`src/rtl/calc_pkg.sv`:
```
// rtl/calc_pkg.sv - shared calculator datapath constants and types
package calc_pkg;

    localparam int BCD_W = 4;
    localparam logic [BCD_W-1:0] ADD3_THRESH = 4'd5;

    typedef enum logic [1:0] {
        IDLE = 2'd0,
        CONV = 2'd1,
        DONE = 2'd2
    } state_t;

    // True when DIGITS decimal digits can hold every WIDTH-bit unsigned value.
    function automatic bit digits_cover_width(input int digits, input int width);
        longint p;
        p = 1;
        for (int i = 0; i < digits; i++) begin
            p = p * 10;
        end
        return p > ((longint'(1) << width) - 1);
    endfunction

endpackage

```
`src/rtl/bcd_add3.sv`:
```
// rtl/bcd_add3.sv - double-dabble digit corrector (add 3 when digit >= 5)
module bcd_add3
    import calc_pkg::*;
(
    input  logic [BCD_W-1:0] digit_i,
    output logic [BCD_W-1:0] digit_o
);

    assign digit_o = (digit_i >= ADD3_THRESH) ? digit_i + 4'd3 : digit_i;

endmodule

```
`src/rtl/prod_to_bcd.sv`:
```
// rtl/prod_to_bcd.sv - sequential binary-to-BCD converter for the multiplier product
module prod_to_bcd
    import calc_pkg::*;
#(
    parameter int WIDTH  = 16,
    parameter int DIGITS = 5,
    parameter int CNT_W  = 5
) (
    input  logic                    clk,
    input  logic                    rst_n,
    input  logic                    in_valid,
    output logic                    in_ready,
    input  logic [WIDTH-1:0]        mag,
    input  logic                    negative,
    output logic                    out_valid,
    input  logic                    out_ready,
    output logic [BCD_W*DIGITS-1:0] bcd,
    output logic                    sign,
    output logic [2:0]              ndig
);

    localparam int BW = BCD_W * DIGITS;

    state_t            state_q, state_d;
    logic [CNT_W-1:0]  cnt_q, cnt_d;
    logic [WIDTH-1:0]  bin_q, bin_d;
    logic [BW-1:0]     work_q, work_d;
    logic              neg_q, neg_d;
    logic [BW-1:0]     bcd_q, bcd_d;
    logic              sign_q, sign_d;
    logic [2:0]        ndig_q, ndig_d;

    logic [BW-1:0]     corr;
    logic [BW-1:0]     shifted;
    logic [2:0]        ndig_next;

    for (genvar g = 0; g < DIGITS; g++) begin : g_add3
        bcd_add3 u_add3 (
            .digit_i (work_q[g*BCD_W +: BCD_W]),
            .digit_o (corr[g*BCD_W +: BCD_W])
        );
    end

    // The working BCD register is kept apart from the output register so the
    // last result stays visible while the next operand is being converted.
    assign shifted = {corr[BW-2:0], bin_q[WIDTH-1]};

    always_comb begin
        ndig_next = 3'd1;
        for (int i = 0; i < DIGITS; i++) begin
            if (shifted[i*BCD_W +: BCD_W] != '0) begin
                ndig_next = 3'(i + 1);
            end
        end
    end

    always_comb begin
        state_d = state_q;
        cnt_d   = cnt_q;
        bin_d   = bin_q;
        work_d  = work_q;
        neg_d   = neg_q;
        bcd_d   = bcd_q;
        sign_d  = sign_q;
        ndig_d  = ndig_q;
        unique case (state_q)
            IDLE: begin
                if (in_valid) begin
                    bin_d   = mag;
                    work_d  = '0;
                    neg_d   = negative & (mag != '0);
                    cnt_d   = '0;
                    state_d = CONV;
                end
            end
            CONV: begin
                bin_d  = {bin_q[WIDTH-2:0], 1'b0};
                work_d = shifted;
                cnt_d  = cnt_q + 1'b1;
                if (cnt_q == CNT_W'(WIDTH - 1)) begin
                    bcd_d   = shifted;
                    sign_d  = neg_q;
                    ndig_d  = ndig_next;
                    state_d = DONE;
                end
            end
            DONE: begin
                if (out_ready) begin
                    state_d = IDLE;
                end
            end
            default: state_d = IDLE;
        endcase
    end

    always_ff @(posedge clk) begin
        if (!rst_n) begin
            state_q <= IDLE;
            cnt_q   <= '0;
            bin_q   <= '0;
            work_q  <= '0;
            neg_q   <= 1'b0;
            bcd_q   <= '0;
            sign_q  <= 1'b0;
            ndig_q  <= 3'd1;
        end else begin
            state_q <= state_d;
            cnt_q   <= cnt_d;
            bin_q   <= bin_d;
            work_q  <= work_d;
            neg_q   <= neg_d;
            bcd_q   <= bcd_d;
            sign_q  <= sign_d;
            ndig_q  <= ndig_d;
        end
    end

    assign in_ready  = (state_q == IDLE);
    assign out_valid = (state_q == DONE);
    assign bcd       = bcd_q;
    assign sign      = sign_q;
    assign ndig      = ndig_q;

endmodule

```
`config.mk`:
```
export PLATFORM = sky130hd
export DESIGN_NAME = prod_to_bcd
export DESIGN_NICKNAME = d
export VERILOG_FILES = /design/src/rtl/calc_pkg.sv /design/src/rtl/bcd_add3.sv /design/src/rtl/prod_to_bcd.sv
export SDC_FILE = /design/constraint.sdc
export NUM_CORES = 1
export LEC_CHECK = 0
export BUFFER_PORTS_ARGS = -buffer_cell sky130_fd_sc_hd__buf_2
export CAP_MARGIN = 20
export CORE_ASPECT_RATIO = 1.75
export CORE_MARGIN = 2
export CORE_UTILIZATION = 50
export CTS_CLUSTER_DIAMETER = 50
export DETAILED_ROUTE_END_ITERATION = 10
export MAX_ROUTING_LAYER = met4
export PLACE_DENSITY_LB_ADDON = 0.1
export SLEW_MARGIN = 40
export SYNTH_ARGS = -nofsm -noshare
export SYNTH_HDL_FRONTEND = slang
export SYNTH_SLANG_ARGS = --single-unit
```
`constraint.sdc`:
```
create_clock -name clk -period 1.8 [get_ports clk]
set_clock_uncertainty 0.15 [all_clocks]
set_input_delay 0.18 -clock clk [delete_from_list [all_inputs] [get_ports clk]]
set_output_delay 0.18 -clock clk [all_outputs]
set_load 0.02 [all_outputs]
```
* Word level (Yosys, flattened, before mapping)
Cells that the tools add are included.
W data, S select, Z words.
** Storage, ports and cells
- Flip-flop bits (word level) :: 68
- Logic and storage cells :: 56
- Output and inout bits :: 26
- Input port bits :: 21
** Cells by class
- Bitwise operators :: 1
- Mux-type cells :: 19
- Eq/ne operators :: 6
- Order comparisons :: 5
- Add/sub/neg operators :: 6
- Reductions and logical operators :: 11
** Operator list (number)
- $pmux W20 S2 :: 1
- $pmux W16 S2 :: 1
- $ge A4 B3 Y1 const B :: 5
- $mux W20 :: 1
- $add A4 B2 Y4 const B :: 4
- $mux W16 :: 1
- $mux W4 :: 4
- $reduce_bool A16 Y1 :: 1
- $reduce_bool A4 Y1 :: 4
- $mux W3 :: 4
- $pmux W5 S2 :: 1
- $mux W2 :: 4
- $pmux W2 S3 :: 1
- $reduce_and A2 Y1 :: 3
- $add A5 B1 Y5 const B :: 1
- $eq A5 B4 Y1 const B :: 1
- $mux W5 :: 1
- $ne A2 B2 Y1 const B :: 2
- $add A3 B2 Y3 const B :: 1
- $reduce_and A3 Y1 :: 1
- $eq A2 B1 Y1 const B :: 1
- $eq A2 B2 Y1 const B :: 1
- $logic_not A2 Y1 :: 1
- $ne A2 B1 Y1 const B :: 1
- 2 further kinds :: 2

* Depth between registers and ports, before layout
Gate-level depths: netlist of the first run.
- Depth after elaboration :: 7
- Mapped depth :: 8
- Mapped depth without buffers :: 8

* Hierarchy
From an unflattened synthesis of the first run, not the netlist that was laid out.
** Unflattened totals
- Cells, all modules :: 398
- Area total of the unflattened synthesis :: 3261.9 um^2
** By module, submodules not included
- prod_to_bcd :: area each 2755.1 um^2, seq. area each 1361.3 um^2, cells each 318, times used 1
- bcd_add3 :: area each 101.3 um^2, seq. area each 0.0 um^2, cells each 16, times used 5

* Least setup slack after synthesis of the first run
Ideal clock, no wire load.
- Path type :: register to register
- From :: register work_q[12]
- To :: register ndig_q[0], in the netlist ndig[0]
- Clock period less this slack :: 1851 ps
- Path slack :: -51 ps
- Required time :: 1505 ps
- Library setup time :: 145 ps
- Stages on the path, launching flop included :: 9
- Path buffers :: 0
- Arrival time :: 1556 ps
- Path through :: dfxtp_1 > inv_1 > ha_1 > nand2b_1 > a21o_1 > and3_4 > o211a_4 > o21ai_1 > o2111ai_1
** On the way
- Longest elaborated chain between the ends :: 5
- Elaborated cells on any way between the ends :: 7
- Classes of those cells :: add/sub: 1; order compare: 1; mux: 3; reduce/logical: 2
** RTL lines
- start: declaration :: RTL line prod_to_bcd.sv:27 : logic [BW-1:0] work_q, work_d;
- start signal: assignment :: RTL line prod_to_bcd.sv:110 : work_q <= work_d;
- $add A4 B2 Y4 / $ge A4 B3 Y1 (equally long branches) :: RTL line bcd_add3.sv:9 : assign digit_o = (digit_i >= ADD3_THRESH) ? digit_i + 4'd3 : digit_i;
- $mux W4 * :: RTL line bcd_add3.sv:9
- $reduce_bool A4 Y1 :: RTL line prod_to_bcd.sv:51 : if (shifted[i*BCD_W +: BCD_W] != '0) begin
- $mux W3 :: RTL line prod_to_bcd.sv:51
- $mux W3 * :: RTL line prod_to_bcd.sv:51
- end signal: assignment :: RTL line prod_to_bcd.sv:114 : ndig_q <= ndig_d;
- end: declaration :: RTL line prod_to_bcd.sv:31 : logic [2:0] ndig_q, ndig_d;
Every way passes the cells marked *; elsewhere a longest branch is shown, timed or not.
A chain may end at the register's enable or synchronous reset.

* Worst setup path after layout of the first run
- From :: register work_q[8]
- To :: register ndig_q[0], in the netlist ndig[0]
** On the way
- Longest elaborated chain between the ends :: 6
- Elaborated cells on any way between the ends :: 8
- Classes of those cells :: add/sub: 1; order compare: 1; mux: 4; reduce/logical: 2
** RTL lines (RTL line)
- $add A4 B2 Y4 / $ge A4 B3 Y1 (equally long branches) :: bcd_add3.sv:9
- $mux W4 * :: bcd_add3.sv:9
- $reduce_bool A4 Y1 :: prod_to_bcd.sv:51
- $mux W3 :: prod_to_bcd.sv:51
- $mux W3 * (2 in series) :: prod_to_bcd.sv:51
Marks and branches as above.

==> results of run 1 <==
worst max-delay path, stage by stage, from the launching register on:
cell and delay, ps:
sky130_fd_sc_hd__dfxtp_4 360, sky130_fd_sc_hd__inv_1 80, sky130_fd_sc_hd__ha_2 220, sky130_fd_sc_hd__nand2b_4 60, sky130_fd_sc_hd__a21o_1 220, sky130_fd_sc_hd__nor3_2 200
sky130_fd_sc_hd__o211ai_4 110, sky130_fd_sc_hd__o21ai_2 130, sky130_fd_sc_hd__o2111ai_1 110
flip-flops by register name (all words and copies together) (netlist names):
name	count
ndig	3
work_q	20
cnt_q	5
neg_q	1
sign	1
state_q	2
bin_q	16
bcd	20
per-layer routing:
metal	wire, um	up-vias
li1	-	1546
met1	3140	1474
met2	4690	73
met3	282	28
met4	351	0
met5	0	-
layout make-up:
type | count | area (um^2) | share of cell area, %
inverters | 11 | 41.3 | 0.908
well taps | 82 | 103 | 2.26
clock inverters | 2 | 10.0 | 0.220
flip-flops and latches | 68 | 1380 | 30.3
clock buffers | 13 | 260 | 5.73
repair buffers | 106 | 758 | 16.7
multi-input cells | 284 | 1990 | 43.9
power by group through the flow:
stage          logic [W]  registers, W  clock network [W]
4_1_cts         0.000277       0.00156            0.00163
3_3_place_gp    0.000257       0.00159                  0
5_1_grt         0.000315       0.00156            0.00168
2_1_floorplan   0.000160       0.00159                  0
3_5_place_dp    0.000258       0.00159                  0
6_report        0.000289       0.00156            0.00161
what timing repair did:
action / 4_1_cts / 5_1_grt
hold buffers: 11 / 0
buffers inserted: 1 / 0
hold endpoints to repair: 11 / 0
gates cloned: 0 / 1
pin swaps: 7 / 12
gates resized for setup: 17 / 37
endpoints found under the setup margin: 2 / 38
synth_stat cells:
| cell | number | area share [%] |
|---|---|---|
| sky130_fd_sc_hd__dfxtp_1 | 68 | 41 |
| sky130_fd_sc_hd__nand2_1 | 59 | 6.7 |
| sky130_fd_sc_hd__nand3_1 | 21 | 3.2 |
| sky130_fd_sc_hd__a21boi_1 | 20 | 4.5 |
| sky130_fd_sc_hd__a21boi_0 | 19 | 4.3 |
| sky130_fd_sc_hd__a22oi_1 | 18 | 4.1 |
| sky130_fd_sc_hd__a21oi_1 | 16 | 2.4 |
| sky130_fd_sc_hd__o21ai_0 | 14 | 2.1 |
| sky130_fd_sc_hd__clkbuf_1 | 13 | 1.5 |
| sky130_fd_sc_hd__ha_1 | 12 | 4.5 |
| sky130_fd_sc_hd__inv_1 | 11 | 1.2 |
| sky130_fd_sc_hd__nor2_1 | 11 | 1.2 |
| sky130_fd_sc_hd__and2_1 | 10 | 1.9 |
| sky130_fd_sc_hd__nor3_1 | 9 | 1.4 |
| sky130_fd_sc_hd__nor3b_1 | 9 | 2.0 |
| sky130_fd_sc_hd__o211a_1 | 8 | 2.4 |
| sky130_fd_sc_hd__o21ai_1 | 8 | 1.2 |
| sky130_fd_sc_hd__nor2b_1 | 7 | 1.3 |
| sky130_fd_sc_hd__buf_2 | 6 | 0.91 |
| sky130_fd_sc_hd__and3_1 | 5 | 0.95 |
| sky130_fd_sc_hd__nand2b_1 | 5 | 0.95 |
| sky130_fd_sc_hd__xnor2_1 | 5 | 1.3 |
| sky130_fd_sc_hd__a21o_1 | 4 | 0.91 |
| sky130_fd_sc_hd__nor4_1 | 4 | 0.76 |
| sky130_fd_sc_hd__o21a_1 | 3 | 0.68 |
| sky130_fd_sc_hd__buf_4 | 2 | 0.45 |
| sky130_fd_sc_hd__nand4_1 | 2 | 0.38 |
| sky130_fd_sc_hd__o211ai_2 | 2 | 0.76 |
| sky130_fd_sc_hd__a211oi_4 | 1 | 0.61 |
| sky130_fd_sc_hd__a21boi_2 | 1 | 0.34 |
| sky130_fd_sc_hd__and3_4 | 1 | 0.34 |
| sky130_fd_sc_hd__buf_1 | 1 | 0.11 |
| sky130_fd_sc_hd__buf_6 | 1 | 0.34 |
| sky130_fd_sc_hd__mux2_2 | 1 | 0.34 |
| sky130_fd_sc_hd__mux2i_1 | 1 | 0.30 |
| sky130_fd_sc_hd__nand2_4 | 1 | 0.34 |
| sky130_fd_sc_hd__nor2_4 | 1 | 0.34 |
| sky130_fd_sc_hd__nor2b_2 | 1 | 0.26 |
| sky130_fd_sc_hd__o2111ai_1 | 1 | 0.26 |
| sky130_fd_sc_hd__o211a_4 | 1 | 0.53 |
| sky130_fd_sc_hd__o221ai_1 | 1 | 0.26 |
| sky130_fd_sc_hd__or2b_1 | 1 | 0.23 |
logic make-up after synthesis:
logic type / Yosys count
AO/OA/AOI/OAI: 117
AND/OR/NAND/NOR: 147
flip-flops: 68
multiplexers: 2
XOR/XNOR: 5
buffers and inverters: 34
adder cells (fa/ha/maj): 12
stage by stage:
step / hold WS [ps] / cell area [um^2] / utilization (%) / setup WS [ps]
finish: -0.219 / 4550 / 70.6 / 0.657
global route: 20.6 / 4550 / 70.6 / -75.2
CTS: 0.558 / 4390 / 68.2 / 2.84
detailed placement: 296 / 3950 / 61.4 / -57.3
global placement: 291 / 3950 / 61.4 / -9.93
floorplan: 175 / 3320 / - / 7.95
worst max path at each step:
stage	from	endpoint	depth (start not counted)
after floorplan	work_q[13]$_SDFFE_PN0P_	ndig[0]$_SDFFE_PN1P_	8
after global placement	work_q[13]$_SDFFE_PN0P_	ndig[1]$_SDFFE_PN0P_	8
after detailed placement	work_q[12]$_SDFFE_PN0P_	ndig[1]$_SDFFE_PN0P_	8
after CTS	work_q[5]$_SDFFE_PN0P_	ndig[0]$_SDFFE_PN1P_	9
after global routing	work_q[4]$_SDFFE_PN0P_	ndig[0]$_SDFFE_PN1P_	8
final	work_q[8]$_SDFFE_PN0P_	ndig[0]$_SDFFE_PN1P_	8
==> reports/results.ini, run 1 <==
[synth]
synth.net_count=418
synth.mux.area_fraction_pct=0.643
combinational_family_with_the_most_area_after_synthesis=compound AO/OA/AOI/OAI gates
synth_seq_cells=68
compound_gate_portion_of_the_synthesized_area_pct=25.5
synth_cells=385
synth_xor_xnor_area_share_pct=1.32
synth.yosys.warnings=0
post_synth_and_or_nand_nor_area_fraction_pct=22.3
mappedNetlistArea_um2=3310
synth.lib_cells_used.distinct=42
synthAdderAreaFrac_pct=4.54
yosysSeqAreaShare_pct=41.2
post_synth.cell_area_avg_um2=8.59

[floorplan]
floorplan.initialDensity_pct=51.3
die_area_um2=7300
placementRows=39
die_w_um=65.5
die_height_um=112
io_pins=47
core_region_area_um2=6440

[hold_path]
worst_hold_path_type=in -> reg
hold_depth=3
holdCritStartpoint=mag[5]
hold_end=bin_q[5]$_SDFFE_PN0P_

[sta]
final_period_minus_worst_setup_slack_ps=1800
worst_pin_slew_ps=591
final_max_slew_viol_count=0
rsz0062_at_grt=true
worst_rel_slew_slack_pct=60.6
fin_setup_tns_ps=0
finalHoldViolCount=1
clock.fmax_mhz=556
report.final.setup_viol=0
period_share_pct=100
holdWs_ps=-0.219

[routing]
count_of_nets_left_with_antenna_violations_after_detail_routing=0
drt_pre_antenna_iters=5
detailedRoute.firstIterationViolations=162
routed_via_density=5.51
detailroute.via_count=3121
wl_per_cell_um=15.0
wl_um=8470
detail_route.drc_violations=0

[grt]
groute.layer.met1.usage_pct=23.3
globalRouteMet3Util_pct=4.75
first_global_vias=3073
grtUsageMet2_pct=44.8
top_usage_layer=met2
grtUsageTotal_pct=24.9
grt_pass1_wl_um=13400
largest_net_degree_at_the_start_of_global_routing=34
number_of_antenna_violations_at_the_first_check_in_global_routing=0
gr-total-overflow=0

[power_and_ir_drop]
reg_power_share_pct=45.1
vdd_ir_drop_max_v=0.000705
clockPowerShare_pct=46.5
static-leakage-power_nw=1.92
total_power_divided_by_cell_area_nw_per_um2=759
post-layout-total-power_w=0.00345
cellInternalPower_w=0.00266
combinationalPowerShare_pct=8.4
power.switching_w=0.000792
power_switching_share_pct=22.9

[setup_path]
required_ps=1830
timing.critical_path.arrival_ps=1830
worst_r2r_path_depth=8
worstReg2RegStart=work_q[8]$_SDFFE_PN0P_
path_max_fanout=5
end_kind=flop
rr_endpoint=ndig[0]$_SDFFE_PN1P_
rrSetupSlack_ps=0.7
critPathLaunchType=flop
timing.setup.critical_path_class=reg -> reg

[finish]
fill_cells=551
final_instance_count_without_filler_cells=566
fin_nets=513
final_common_cell=sky130_fd_sc_hd__nand2_1
drive_above_1_share_pct=33.5
layout_stage_area_growth_over_the_synthesis_result_pct=37.5
insertedDiodeCount=0
most-common-layout-cells=sky130_fd_sc_hd__nand2_1 (59), sky130_fd_sc_hd__dfxtp_1 (58), sky130_fd_sc_hd__buf_2 (46), sky130_fd_sc_hd__buf_4 (45), sky130_fd_sc_hd__a21boi_1 (22)

[cts]
cts_tree=done
htreeDepth=3
clkTransAtPathRegs_ps=50
clock_tree.root_cell=sky130_fd_sc_hd__clkbuf_16
cts-root-to-sink-buffers=2
clk-insertion-delay-late_ps=330
tritoncts.num_buffers=9
tritoncts_num_sinks=68

[placement]
dpl.cell_count=538
numPortBuffers=46
hpwl_um=5840
gp_congestion=0.855

[run_status]
failed_checks=negative hold slack
run_status=complete, but fails checks

[flow_run]
drv_cap=0

Note: power is estimated with default switching activity, not from simulation.
==> inputs of run 2 (changes only) <==
--- a/config.mk
+++ b/config.mk
@@ -9,7 +9,7 @@
 export CAP_MARGIN = 20
 export CORE_ASPECT_RATIO = 1.75
 export CORE_MARGIN = 2
-export CORE_UTILIZATION = 50
+export CORE_UTILIZATION = 51
 export CTS_CLUSTER_DIAMETER = 50
 export DETAILED_ROUTE_END_ITERATION = 10
 export MAX_ROUTING_LAYER = met4
==> run 2 against run 1 <==
  * The flow now finishes without violations
  * Sequential cell count is the same
  * Register-to-register slack gained 40 ps
  * Combinational power grew 2%
  * Wire length grew 2.3%
  * Critical path type unchanged
  * Largest cell class unchanged
  * Highest routed layer unchanged
==> reports/results.ini, run 2 (synthesis results as in run 1) <==
[setup_path]
path_max_fanout=5
timing.critical_path.arrival_ps=1880
timing.setup.critical_path_class=reg -> reg
cpMaxStageDelayCell=sky130_fd_sc_hd__dfxtp_2
critPathLaunchType=flop
end_kind=flop
crit_path_max_incr_delay_ps=340
cp_top_family=compound AO/OA/AOI/OAI gates
required_ps=1920
worstPathCellList=inv_2 > ha_4 > nand2b_4 > a21o_4 > buf_4 > a21oi_1 > nand2_1 > a21boi_0
critical_path.n_buffers_inverters=2

[power_and_ir_drop]
cellInternalPower_w=0.00218
clockPowerShare_pct=35.7
post-layout-total-power_w=0.00288
vdd_ir_drop_max_v=0.000584
reg_power_share_pct=54.1
power_switching_share_pct=24.5
static-leakage-power_nw=1.90
combinationalPowerShare_pct=10.3
power.switching_w=0.000704
total_power_divided_by_cell_area_nw_per_um2=642

[finish]
most-common-layout-cells=sky130_fd_sc_hd__nand2_1 (59), sky130_fd_sc_hd__dfxtp_1 (57), sky130_fd_sc_hd__buf_2 (46), sky130_fd_sc_hd__buf_4 (46)
insertedDiodeCount=0
final_common_cell=sky130_fd_sc_hd__nand2_1
fin_nets=518
drive_above_1_share_pct=33.5
final_instance_count_without_filler_cells=566
layout_stage_area_growth_over_the_synthesis_result_pct=35.7

[cts]
htreeDepth=3
cts_tree=done
clock_tree.root_cell=sky130_fd_sc_hd__clkbuf_8
tritoncts_num_sinks=68
tritoncts.num_buffers=9
cts-root-to-sink-buffers=2
clkTransAtPathRegs_ps=70
clk-insertion-delay-late_ps=350

[grt]
number_of_antenna_violations_at_the_first_check_in_global_routing=0
grtUsageMet2_pct=46.9
gr-total-overflow=0
grtUsageTotal_pct=26.0
first_global_vias=3100
groute.layer.met1.usage_pct=26.3
globalRouteMet3Util_pct=4.99
top_usage_layer=met2
largest_net_degree_at_the_start_of_global_routing=31
grt_pass1_wl_um=14000

[hold_path]
worst_hold_path_type=in -> reg

[sta]
fin_setup_tns_ps=0
rsz0062_at_grt=true
worst_slack_ps=41.0
final_period_minus_worst_setup_slack_ps=1760
clock.fmax_mhz=569
period_share_pct=97.7
final_max_slew_viol_count=0
report.final.setup_viol=0
finalHoldViolCount=0
worst_rel_slew_slack_pct=70.9
worst_pin_slew_ps=436

[floorplan]
floorplan.initialDensity_pct=53.1
die_w_um=64.9
die_height_um=111
die_area_um2=7170
io_pins=47
placementRows=38
core_region_area_um2=6230

[routing]
routed_via_density=5.56
wl_um=8670
drt_pre_antenna_iters=4
detailedRoute.firstIterationViolations=142
detailroute.via_count=3147
wl_per_cell_um=15.3
count_of_nets_left_with_antenna_violations_after_detail_routing=0
detail_route.drc_violations=0

[placement]
numPortBuffers=46
pre_cts_ws_ps=-53.8
dpl.cell_count=533
hpwl_um=5780
gp_congestion=0.846

[run_status]
run_status=finished clean

[flow_run]
drv_cap=0

==> run 2: power groups by stage <==
| stage | sequential [W] | clock, W | combinational, W |
|---|---|---|---|
| finish | 0.00156 | 0.00103 | 0.000296 |
| floorplan | 0.00159 | 0 | 0.000160 |
| detailed placement | 0.00159 | 0 | 0.000252 |
| global route | 0.00156 | 0.00111 | 0.000325 |
| CTS | 0.00156 | 0.00105 | 0.000281 |
| global placement | 0.00159 | 0 | 0.000249 |
==> run 2: worst paths after layout <==
kind                      startpoint                     end  slack (ps)  cells after the start
min                          mag[15]  bin_q[15]$_SDFFE_PN0P_          20                      3
max reg2reg  work_q[17]$_SDFFE_PN0P_    bcd[18]$_SDFFE_PN0P_          40                      8
min reg2reg   bin_q[11]$_SDFFE_PN0P_  bin_q[11]$_SDFFE_PN0P_         310                      2
max          work_q[17]$_SDFFE_PN0P_    bcd[18]$_SDFFE_PN0P_          40                      8
==> run 2: worst reg2reg max path, cell delays in order, from the launching register on <==
cell and delay (ps):
sky130_fd_sc_hd__dfxtp_2 340, sky130_fd_sc_hd__inv_2 60, sky130_fd_sc_hd__ha_4 150, sky130_fd_sc_hd__nand2b_4 130
sky130_fd_sc_hd__a21o_4 240, sky130_fd_sc_hd__buf_4 130, sky130_fd_sc_hd__a21oi_1 250, sky130_fd_sc_hd__nand2_1 80
sky130_fd_sc_hd__a21boi_0 140
==> run 2: timing repair <==
item,CTS,global route
hold endpoints to repair,17,0
gates resized for setup,10,50
hold buffers,17,0
setup endpoints to repair,6,35
gates cloned,0,1
buffers inserted,0,3
pin swaps,2,16
==> run 2: cell type report <==
class                           instances  area, um^2
Clock buffer                           12         145
Fill cell                             516        1740
Inverter                               11        41.3
Multi-Input combinational cell        284        2040
Sequential cell                        68        1380
Tap cell                               80         100
Timing Repair Buffer                  111         786
==> run 2: metrics by stage <==
| step | area [um^2] | hold WS, ps | util, % |
|---|---|---|---|
| finish | 4490 | 22.3 | 72.0 |
| global route | 4490 | 11.4 | 72.0 |
| CTS | 4250 | 10.8 | 68.3 |
| detailed placement | 3900 | 298 | 62.7 |
| global placement | 3900 | 290 | 62.7 |
| floorplan | 3320 | 175 | - |
==> run 2: per-layer routing <==
layer,part of all wire (%),vias to the layer above
met5,0,-
met2,56,61
met1,37,1513
met3,3.2,21
met4,3.5,0
li1,-,1552
==> inputs of run 3 (changes only) <==
--- a/config.mk
+++ b/config.mk
@@ -5,13 +5,13 @@
 export SDC_FILE = /design/constraint.sdc
 export NUM_CORES = 1
 export LEC_CHECK = 0
-export BUFFER_PORTS_ARGS = -buffer_cell sky130_fd_sc_hd__buf_2
 export CAP_MARGIN = 20
 export CORE_ASPECT_RATIO = 1.75
 export CORE_MARGIN = 2
-export CORE_UTILIZATION = 51
+export CORE_UTILIZATION = 57
 export CTS_CLUSTER_DIAMETER = 50
 export DETAILED_ROUTE_END_ITERATION = 10
+export DONT_BUFFER_PORTS = 1
 export MAX_ROUTING_LAYER = met4
 export PLACE_DENSITY_LB_ADDON = 0.1
 export SLEW_MARGIN = 40
==> run 3 against run 2 <==
  * Global-route usage grew 0.81 points
  * Via count shrank 5.2%
  * Register-to-register slack about the same
  * Highest routed layer unchanged
  * Die area down 10%
  * Largest power group unchanged
  * First-iteration DRC count up 44%
  * Setup slack worse by 15 ps
  * Sequential share of layout area increased by 1.4 points
  * Total power grew 5.3%
  * Wire length is 4.6% lower
  * Clock-buffer cell count rose by 3
  * Sequential power is essentially flat
==> reports/results.ini, run 3 (synthesis results as in run 1) <==
[run_status]
run_status=finished clean

[finish]
layout_stage_area_growth_over_the_synthesis_result_pct=29.9
core_utilization_of_the_finished_layout_pct=76.9
regArea_um2=1380
area_used_by_multi_input_combinational_logic_um2=1970
insertedDiodeCount=0
most-common-layout-cells=sky130_fd_sc_hd__nand2_1 (59), sky130_fd_sc_hd__dfxtp_1 (58), sky130_fd_sc_hd__buf_4 (51), sky130_fd_sc_hd__nand3_1 (21), sky130_fd_sc_hd__a21boi_1 (20)
fin_nets=480
final_instance_count_without_filler_cells=528
drive_above_1_share_pct=26.5
final_common_cell=sky130_fd_sc_hd__nand2_1
fill_cells=435

[routing]
detailedRoute.firstIterationViolations=205
drt_pre_antenna_iters=4
highest_layer=met4
detailroute.wirelength.met3_um=396
detailroute.via_count=2983
count_of_nets_left_with_antenna_violations_after_detail_routing=0
met2_wirelength_um=4530
wl_um=8270
routed_via_density=5.65
wl_per_cell_um=15.7
routedLengthMet1_um=3170
detail_route.drc_violations=0

[power_and_ir_drop]
total_power_divided_by_cell_area_nw_per_um2=706
vdd_ir_drop_max_v=0.000583
static-leakage-power_nw=1.71

[setup_path]
rrSetupSlack_ps=30
critPathLaunchType=flop
setup.worst_path.end=ndig[1]$_SDFFE_PN0P_
path_depth=8
worst_r2r_path_depth=8
cpMostUsedCell=sky130_fd_sc_hd__ha_4
timing.critical_path.arrival_ps=1930
crit_path_max_incr_delay_ps=370
worstReg2RegStart=cnt_q[1]$_SDFFE_PN0P_
critical_path.startpoint=cnt_q[1]$_SDFFE_PN0P_
end_kind=flop
worstPathCellList=ha_4 > and3_4 > ha_4 > nand2_4 > a211oi_4 > o211a_4 > o211ai_2 > a21boi_2
required_ps=1950
rr_endpoint=ndig[1]$_SDFFE_PN0P_
timing.setup.critical_path_class=reg -> reg
path_max_fanout=3
critical_path.n_buffers_inverters=0
cp_top_family=compound AO/OA/AOI/OAI gates
cpMaxStageDelayCell=sky130_fd_sc_hd__dfxtp_4

[sta]
rsz0062_at_grt=true
final_max_slew_viol_count=0
worst_slack_ps=26.3
clock.fmax_mhz=564
report.final.setup_viol=0
worst_rel_slew_slack_pct=67.6
final_period_minus_worst_setup_slack_ps=1770
worst_pin_slew_ps=482
period_share_pct=98.5
holdWs_ps=70.7
finalHoldViolCount=0

[cts]
cts_tree=done
tritoncts_num_sinks=68
clock_tree.root_cell=sky130_fd_sc_hd__clkbuf_8
clk-insertion-delay-late_ps=360
htreeDepth=3
clkTransAtPathRegs_ps=70
cts-root-to-sink-buffers=2
tritoncts.num_buffers=9

[grt]
gr-total-overflow=0
grtUsageTotal_pct=26.8
first_global_vias=2824
grt_pass1_wl_um=12600
number_of_antenna_violations_at_the_first_check_in_global_routing=0
largest_net_degree_at_the_start_of_global_routing=69

[floorplan]
io_pins=47
die_height_um=105
floorplan.initialDensity_pct=59.2
core_region_area_um2=5590
placementRows=36
die_w_um=61.6
die_area_um2=6450

[placement]
dpl.cell_count=480
numPortBuffers=0
gp_congestion=0.894
hpwl_um=5110
pre_cts_ws_ps=-64.4

[flow_run]
drv_cap=0

[hold_path]
worst_hold_path_type=in -> reg

[run 3: changes by cell type in the layout (fill, tap and decap cells not counted), moves of 2 or more]
| cell | change |
|---|---|
| sky130_fd_sc_hd__a21oi_2 | +2 |
| sky130_fd_sc_hd__buf_2 | -46 |
| sky130_fd_sc_hd__buf_4 | +5 |
| sky130_fd_sc_hd__clkbuf_8 | +2 |
| sky130_fd_sc_hd__dfxtp_2 | -2 |
| sky130_fd_sc_hd__dlygate4sd3_1 | +2 |
| sky130_fd_sc_hd__ha_1 | -2 |
| sky130_fd_sc_hd__ha_2 | +3 |
| sky130_fd_sc_hd__o21ai_0 | +2 |
| sky130_fd_sc_hd__xnor2_1 | +2 |
| sky130_fd_sc_hd__xnor2_2 | -2 |
[run 3: worst reg2reg max path, stage by stage (launching register included)]
cell	delay [ps]
sky130_fd_sc_hd__dfxtp_4	370
sky130_fd_sc_hd__ha_4	130
sky130_fd_sc_hd__and3_4	200
sky130_fd_sc_hd__ha_4	150
sky130_fd_sc_hd__nand2_4	60
sky130_fd_sc_hd__a211oi_4	260
sky130_fd_sc_hd__o211a_4	210
sky130_fd_sc_hd__o211ai_2	90
sky130_fd_sc_hd__a21boi_2	110
[run 3: per-stage QoR]
stage	total power [W]	area [um^2]	TNS, ps
finish	0.00303	4300	0
global route	0.00313	4300	-169
CTS	0.00301	4050	0
detailed placement	0.00179	3630	-77.1
global placement	0.00178	3630	0
floorplan	0.00175	3320	0
[run 3: final cells by class]
| class | count | area share [%] |
|---|---|---|
| Clock buffer | 15 | 4.11 |
| Clock inverter | 1 | 0.117 |
| Inverter | 11 | 0.961 |
| Multi-Input combinational cell | 284 | 45.8 |
| Sequential cell | 68 | 32.0 |
| Tap cell | 76 | 2.21 |
| Timing Repair Buffer | 73 | 14.7 |
[run 3: worst min-delay path by stage]
stage,start,endpoint,slack [ps],depth (start not counted)
floorplan,mag[0],bin_q[0]$_SDFFE_PN0P_,170,2
global placement,rst_n,ndig[0]$_SDFFE_PN1P_,120,1
detailed placement,rst_n,ndig[0]$_SDFFE_PN1P_,120,1
CTS,mag[15],neg_q$_SDFFE_PN0P_,70,4
global route,mag[15],neg_q$_SDFFE_PN0P_,110,4
finish,in_valid,work_q[1]$_SDFFE_PN0P_,70,3
[run 3: repair_timing]
action / CTS / global route
setup endpoints to repair: 6 / 56
pin swaps: 1 / 15
hold buffers: 20 / 0
endpoints found under the hold margin: 68 / 0
gates resized for setup: 7 / 42
buffers inserted: 0 / 11
gates cloned: 0 / 1
[run 3: metal layers]
| metal | GRT usage [%] | vias up |
|---|---|---|
| met5 | - | - |
| met2 | 44.1 | 66 |
| li1 | - | 1478 |
| met3 | 6.93 | 13 |
| met4 | 11.2 | 0 |
| met1 | 29.2 | 1426 |
[run 3: power breakdown]
group	total [W]	internal, W	switching [W]
Sequential	0.00156	0.00154	0.0000211
Combinational	0.000294	0.000136	0.000158
Clock	0.00118	0.000613	0.000568
